$ cat config.mk
export PLATFORM = sky130hd
export DESIGN_NAME = fetch_debug_controller
export DESIGN_NICKNAME = d
export VERILOG_FILES = /design/src/rtl/fetch_debug_controller.sv
export SDC_FILE = /design/constraint.sdc
export NUM_CORES = 1
export LEC_CHECK = 0
export ABC_AREA = 1
export BUFFER_PORTS_ARGS = -buffer_cell sky130_fd_sc_hd__buf_2
export CORE_UTILIZATION = 35
export DETAILED_ROUTE_END_ITERATION = 12
export PLACE_DENSITY = 0.51
export SYNTH_ARGS = -nofsm -noshare
export SYNTH_HDL_FRONTEND = slang
export SYNTH_SLANG_ARGS = --single-unit
export TNS_END_PERCENT = 20
$ cat constraint.sdc
create_clock -name i_clock -period 5 [get_ports i_clock]
set_input_delay 1.25 -clock i_clock [delete_from_list [all_inputs] [get_ports i_clock]]
set_output_delay 1.25 -clock i_clock [all_outputs]
set_load 0.005 [all_outputs]
$ cat src/rtl/fetch_debug_controller.sv
// Host-side debug controller: loads instruction memory from a byte stream,
// reads words back, and runs or single-steps the CPU pipeline.
module fetch_debug_controller #(
  parameter int NB_INSTR = 32,
  parameter int N_ADDR   = 2048
) (
  input  logic                i_clock,
  input  logic                i_reset,
  input  logic [7:0]          i_rx_data,
  input  logic                i_rx_valid,
  output logic [7:0]          o_tx_data,
  output logic                o_tx_valid,
  input  logic                i_tx_ready,
  output logic [15:0]         o_instrmem_addr,
  output logic [NB_INSTR-1:0] o_instrmem_data,
  output logic [3:0]          o_instrmem_we,
  output logic                o_instrmem_re,
  input  logic [NB_INSTR-1:0] i_instrmem_data,
  output logic                o_valid,
  input  logic                i_halt,
  output logic                o_busy,
  output logic [3:0]          dbg_state
);

  localparam int AW = (N_ADDR > 1) ? $clog2(N_ADDR) : 1;

  localparam logic [3:0] S_IDLE      = 4'd0;
  localparam logic [3:0] S_LD_CNT_H  = 4'd1;
  localparam logic [3:0] S_LD_CNT_L  = 4'd2;
  localparam logic [3:0] S_LD_BYTE   = 4'd3;
  localparam logic [3:0] S_LD_WRITE  = 4'd4;
  localparam logic [3:0] S_RUN       = 4'd5;
  localparam logic [3:0] S_STEP      = 4'd6;
  localparam logic [3:0] S_RD_ADDR_H = 4'd7;
  localparam logic [3:0] S_RD_ADDR_L = 4'd8;
  localparam logic [3:0] S_RD_REQ    = 4'd9;
  localparam logic [3:0] S_RD_WAIT   = 4'd10;
  localparam logic [3:0] S_RD_SEND   = 4'd11;
  localparam logic [3:0] S_ACK       = 4'd12;

  localparam logic [7:0] CMD_LOAD = 8'h01;
  localparam logic [7:0] CMD_RUN  = 8'h02;
  localparam logic [7:0] CMD_STEP = 8'h03;
  localparam logic [7:0] CMD_READ = 8'h04;
  localparam logic [7:0] CMD_STOP = 8'h05;
  localparam logic [7:0] ACK_BYTE = 8'hAA;

  // Handshake: a tx byte transfers on a rising edge where o_tx_valid and
  // i_tx_ready are both high; o_tx_data is frozen while valid and not ready.

  logic [3:0]    state;
  logic [7:0]    hi_byte;
  logic [15:0]   words_left;
  logic [AW-1:0] index;
  logic [1:0]    byte_cnt;
  logic [23:0]   word_buf;
  logic [31:0]   rd_buf;
  logic [15:0]   rd_addr_full;

  assign rd_addr_full = {hi_byte, i_rx_data};

  assign o_valid       = ((state == S_RUN) && !i_halt) || (state == S_STEP);
  assign o_instrmem_we = (state == S_LD_WRITE) ? 4'hF : 4'h0;
  assign o_instrmem_re = (state == S_RD_REQ);
  assign o_busy        = (state != S_IDLE);
  assign dbg_state     = state;

  always_ff @(posedge i_clock) begin
    if (i_reset) begin
      state           <= S_IDLE;
      hi_byte         <= 8'h00;
      words_left      <= 16'h0000;
      index           <= '0;
      byte_cnt        <= 2'd0;
      word_buf        <= 24'h000000;
      rd_buf          <= 32'h0000_0000;
      o_tx_data       <= 8'h00;
      o_tx_valid      <= 1'b0;
      o_instrmem_addr <= 16'h0000;
      o_instrmem_data <= '0;
    end else begin
      case (state)
        S_IDLE: begin
          if (i_rx_valid) begin
            case (i_rx_data)
              CMD_LOAD: state <= S_LD_CNT_H;
              CMD_RUN:  state <= S_RUN;
              CMD_STEP: state <= S_STEP;
              CMD_READ: state <= S_RD_ADDR_H;
              default:  state <= S_IDLE;
            endcase
          end
        end

        S_LD_CNT_H: begin
          if (i_rx_valid) begin
            hi_byte <= i_rx_data;
            state   <= S_LD_CNT_L;
          end
        end

        S_LD_CNT_L: begin
          if (i_rx_valid) begin
            words_left <= rd_addr_full;
            index      <= '0;
            byte_cnt   <= 2'd0;
            state      <= (rd_addr_full == 16'h0000) ? S_IDLE : S_LD_BYTE;
          end
        end

        S_LD_BYTE: begin
          if (i_rx_valid) begin
            if (byte_cnt == 2'd3) begin
              o_instrmem_data <= NB_INSTR'({word_buf, i_rx_data});
              o_instrmem_addr <= 16'(index);
              byte_cnt        <= 2'd0;
              state           <= S_LD_WRITE;
            end else begin
              word_buf <= {word_buf[15:0], i_rx_data};
              byte_cnt <= byte_cnt + 2'd1;
            end
          end
        end

        S_LD_WRITE: begin
          index      <= (index == AW'(N_ADDR - 1)) ? '0 : index + 1'b1;
          words_left <= words_left - 16'd1;
          if (words_left == 16'd1) begin
            byte_cnt   <= 2'd0;
            o_tx_data  <= ACK_BYTE;
            o_tx_valid <= 1'b1;
            state      <= S_ACK;
          end else begin
            // A byte landing during the write slot opens the next word.
            if (i_rx_valid) begin
              word_buf <= {word_buf[15:0], i_rx_data};
              byte_cnt <= 2'd1;
            end else begin
              byte_cnt <= 2'd0;
            end
            state <= S_LD_BYTE;
          end
        end

        S_RUN: begin
          if (i_halt) begin
            o_tx_data  <= ACK_BYTE;
            o_tx_valid <= 1'b1;
            state      <= S_ACK;
          end else if (i_rx_valid && (i_rx_data == CMD_STOP)) begin
            state <= S_IDLE;
          end
        end

        S_STEP: begin
          o_tx_data  <= ACK_BYTE;
          o_tx_valid <= 1'b1;
          state      <= S_ACK;
        end

        S_RD_ADDR_H: begin
          if (i_rx_valid) begin
            hi_byte <= i_rx_data;
            state   <= S_RD_ADDR_L;
          end
        end

        S_RD_ADDR_L: begin
          if (i_rx_valid) begin
            o_instrmem_addr <= 16'(32'(rd_addr_full) % N_ADDR);
            state           <= S_RD_REQ;
          end
        end

        S_RD_REQ: begin
          state <= S_RD_WAIT;
        end

        S_RD_WAIT: begin
          rd_buf     <= 32'(i_instrmem_data);
          o_tx_data  <= i_instrmem_data[NB_INSTR-1 -: 8];
          o_tx_valid <= 1'b1;
          byte_cnt   <= 2'd0;
          state      <= S_RD_SEND;
        end

        S_RD_SEND: begin
          if (i_tx_ready) begin
            if (byte_cnt == 2'd3) begin
              o_tx_valid <= 1'b0;
              byte_cnt   <= 2'd0;
              state      <= S_IDLE;
            end else begin
              // rd_buf[31:24] is the byte currently on the wire.
              o_tx_data <= rd_buf[23:16];
              rd_buf    <= {rd_buf[23:0], 8'h00};
              byte_cnt  <= byte_cnt + 2'd1;
            end
          end
        end

        S_ACK: begin
          if (i_tx_ready) begin
            o_tx_valid <= 1'b0;
            state      <= S_IDLE;
          end
        end

        default: state <= S_IDLE;
      endcase
    end
  end

endmodule
==> impl_metrics.sql <==
INSERT INTO impl_metrics (metric_group, metric, value, unit) VALUES
('run_status', 'status', 'finished with violations', ''),
('run_status', 'failed_checks', 'design-rule violations', ''),
('detailed_routing', 'post_drt_wl_per_cell', '14.8', 'um'),
('detailed_routing', 'vias', '6230', ''),
('setup_path', 'setup.worst_path.class', 'register to primary output', ''),
('global_routing', 'grt-ovfl-total', '0', ''),
('yosys', 'synth_top_flop_cell', 'sky130_fd_sc_hd__dfxtp_1', ''),
('timing', 'summed_negative_setup_slack_over_all_endpoints', '0', 'ns'),
('timing', 'finalClockSkew', '0.00834', 'ns'),
('detailed_routing', 'detailedRoute.firstPassIterationCount', '9', ''),
('timing', 'grt_setup_unrepaired', 'no', ''),
('pwr', 'power_density', '339', 'nW/um2'),
('cts', 'tritoncts.num_buffers', '17', ''),
('yosys', 'yosys.cell_types.count', '39', ''),
('cts', 'worst_setup_hold_path_clk_slew', '0.06', 'ns'),
('die', 'fp-row-count', '49', ''),
('detailed_routing', 'drt_drc_violations_left', '22', ''),
('place', 'port_buffers', '107', ''),
('setup_path', 'cp_max_fo', '27', ''),
('cts', 'cts.repair.resized', '0', ''),
('yosys', 'syn-mean-instance-area', '6.93', 'um2'),
('die', 'core-area', '18100', 'um2'),
('die', 'die_area', '19100', 'um2'),
('yosys', 'synth.ff_latch_count', '141', ''),
('hold_path', 'hold_path.startpoint', 'byte_cnt[1]', ''),
('place', 'gp_congestion', '0.827', ''),
('yosys', 'synth.yosys.warnings', '0', ''),
('timing', 'slew-limit-headroom', '30.7', '%'),
('pwr', 'vdd_drop_max', '0.224', 'mV'),
('global_routing', 'antenna_found_initial', '1', ''),
('timing', 'timing.final.crit_share', '63.8', '%'),
('pwr', 'leakage', '3.29', 'nW'),
('setup_path', 'r2r.worst_path.cells', '8', ''),
('finish', 'area_growth_syn_to_layout', '18.7', '%'),
('timing', 'maxClockFrequency', '313', 'MHz'),
('hold_path', 'worst_min_path_class', 'register to register', ''),
('yosys', 'synthTopCellsByCount', 'sky130_fd_sc_hd__nand2_1 (223), sky130_fd_sc_hd__dfxtp_1 (141), sky130_fd_sc_hd__nor2_1 (125), sky130_fd_sc_hd__o21ai_0 (87), sky130_fd_sc_hd__a21oi_1 (79)', ''),
('cts', 'number_of_sinks_on_the_clock_net', '141', ''),
('yosys', 'synth-edff-count', '0', ''),
('yosys', 'synth_sequential_area_ratio', '43.5', '%'),
('cts', 'cts_tree', 'done', ''),
('hold_path', 'hold_path_sink', 'byte_cnt[1]', ''),
('finish', 'antenna_cells', '0', ''),
('yosys', 'async_reset_ff_share', '0', '%'),
('cts', 'worst_skew_pair_latency', '0.43', 'ns'),
('yosys', 'netlist.area_leader.share', '43.5', '%'),
('detailed_routing', 'post_drt_via_cell_ratio', '4.96', ''),
('timing', 'finalWorstPathRequiredPeriod', '3.19', 'ns'),
('cts', 'cts.path.max_buffers', '2', ''),
('cts', 'cts_setup_buffers', '0', ''),
('die', 'die_y', '138', 'um'),
('yosys', 'yosysTopAreaCell', 'sky130_fd_sc_hd__dfxtp_1', ''),
('timing', 'worst_pin_slew', '1.04', 'ns'),
('yosys', 'synth_most_common_cell', 'sky130_fd_sc_hd__nand2_1', ''),
('setup_path', 'startpoint_of_the_lowest_slack_register_to_register_path', 'dbg_state[0]', ''),
('setup_path', 'start_kind', 'register', ''),
('yosys', 'synthesis.area', '6490', 'um2'),
('detailed_routing', 'number_of_antenna_violating_nets_in_the_routed_design', '0', ''),
('setup_path', 'crit_path_end_kind', 'primary output', ''),
('yosys', 'post_synth_inst_count', '937', ''),
('timing', 'drv_slew', '0', ''),
('setup_path', 'cp_data_required_time', '3.75', 'ns'),
('setup_path', 'arrival', '1.94', 'ns'),
('setup_path', 'r2r_path_end', 'index[2]', ''),
('global_routing', 'via_count_of_the_first_global_routing_pass', '5786', ''),
('global_routing', 'grt_pass1_wl', '30200', 'um'),
('hold_path', 'timing.hold.worst_path_depth', '2', ''),
('job', 'max_cap_violations', '0', ''),
('place', 'dp_hpwl', '12900', 'um'),
('cts', 'ctsHtreeMaxLevel', '4', ''),
('finish', 'drive_gt1_share', '16.5', '%');
[registers in the layout, summed over array words and instances (netlist names)]
signal,cells
byte_cnt,2
o_instrmem_addr,11
o_tx_valid,1
index,11
dbg_state,4
words_left,16
o_instrmem_data,32
word_buf,24
hi_byte,8
o_tx_data,8
rd_buf,24
[layer usage]
| metal | vias up | share of wire [%] | track usage (%) |
|---|---|---|---|
| met3 | 26 | 3.8 | 5.02 |
| li1 | 3248 | - | - |
| met4 | 2 | 1.7 | 6.15 |
| met2 | 103 | 46 | 32.3 |
| met1 | 2851 | 48 | 25.9 |
| met5 | - | 0.059 | 0 |
[cells by family after synthesis]
kind of cell	synth area share, %
compound gates	18.7
xor+xnor	0.135
fa+ha+maj	0.771
buf+inv	8.04
flops	43.5
other cells	0.0578
simple gates	28.8
[layout by cell type (no fill, tap or decap), types with 6 or more instances in the layout]
cell,netlist,routed
sky130_fd_sc_hd__inv_1,54,54
sky130_fd_sc_hd__buf_2,18,107
sky130_fd_sc_hd__nor2_1,125,125
sky130_fd_sc_hd__inv_2,8,9
sky130_fd_sc_hd__o21ai_0,87,87
sky130_fd_sc_hd__a31oi_1,30,30
sky130_fd_sc_hd__clkbuf_16,0,17
sky130_fd_sc_hd__nand2_2,6,6
sky130_fd_sc_hd__nand2_1,223,223
sky130_fd_sc_hd__dfxtp_1,141,141
sky130_fd_sc_hd__nand3_1,70,70
sky130_fd_sc_hd__a21oi_1,79,79
sky130_fd_sc_hd__o21ai_1,8,8
[area by class of cell]
class / count / area [um2]
Sequential cell: 141 / 2820
Fill cell: 1927 / 10400
Multi-Input combinational cell: 682 / 3160
Clock buffer: 22 / 484
Tap cell: 229 / 287
Timing Repair Buffer: 110 / 558
Clock inverter: 9 / 158
Inverter: 63 / 236
[power breakdown]
group / internal, mW / switching [mW]
combinational: 0.0306 / 0.0672
clock: 0.887 / 0.497
sequential: 1.13 / 0.00263
total: 2.04 / 0.566
[worst max path at each step]
| stage | from | endpoint | slack [ns] | depth (start not counted) |
|---|---|---|---|---|
| 2_1_floorplan | i_halt | o_valid | 2.31 | 3 |
| 3_3_place_gp | i_rx_valid | index[3] | 1.76 | 6 |
| 3_5_place_dp | i_rx_valid | index[2] | 1.68 | 6 |
| 4_1_cts | dbg_state[0] | o_instrmem_we[2] | 1.77 | 4 |
| 5_1_grt | dbg_state[0] | o_instrmem_we[0] | 1.67 | 4 |
| 6_report | dbg_state[0] | o_instrmem_we[2] | 1.81 | 4 |
[worst max-delay path, stage by stage, from the launching register on]
cell and delay (ns):
sky130_fd_sc_hd__dfxtp_1 0.37, sky130_fd_sc_hd__inv_1 0.20, sky130_fd_sc_hd__nand2_1 0.14, sky130_fd_sc_hd__nor2_4 0.56, sky130_fd_sc_hd__buf_2 0.23
[stage by stage]
| step | area [um2] | util (%) | power [mW] | setup slack (ns) | std cells |
|---|---|---|---|---|---|
| after floorplan | 6500 | - | 1.21 | 2.31 | 941 |
| after global placement | 7060 | 39.1 | 1.25 | 1.76 | 1225 |
| after global routing | 7710 | 42.6 | 2.69 | 1.67 | 1256 |
| after detailed placement | 7060 | 39.1 | 1.25 | 1.68 | 1225 |
| final | 7710 | 42.6 | 2.61 | 1.81 | 1256 |
| after CTS | 7710 | 42.6 | 2.63 | 1.77 | 1256 |
Note: power is estimated with default switching activity, not from simulation.
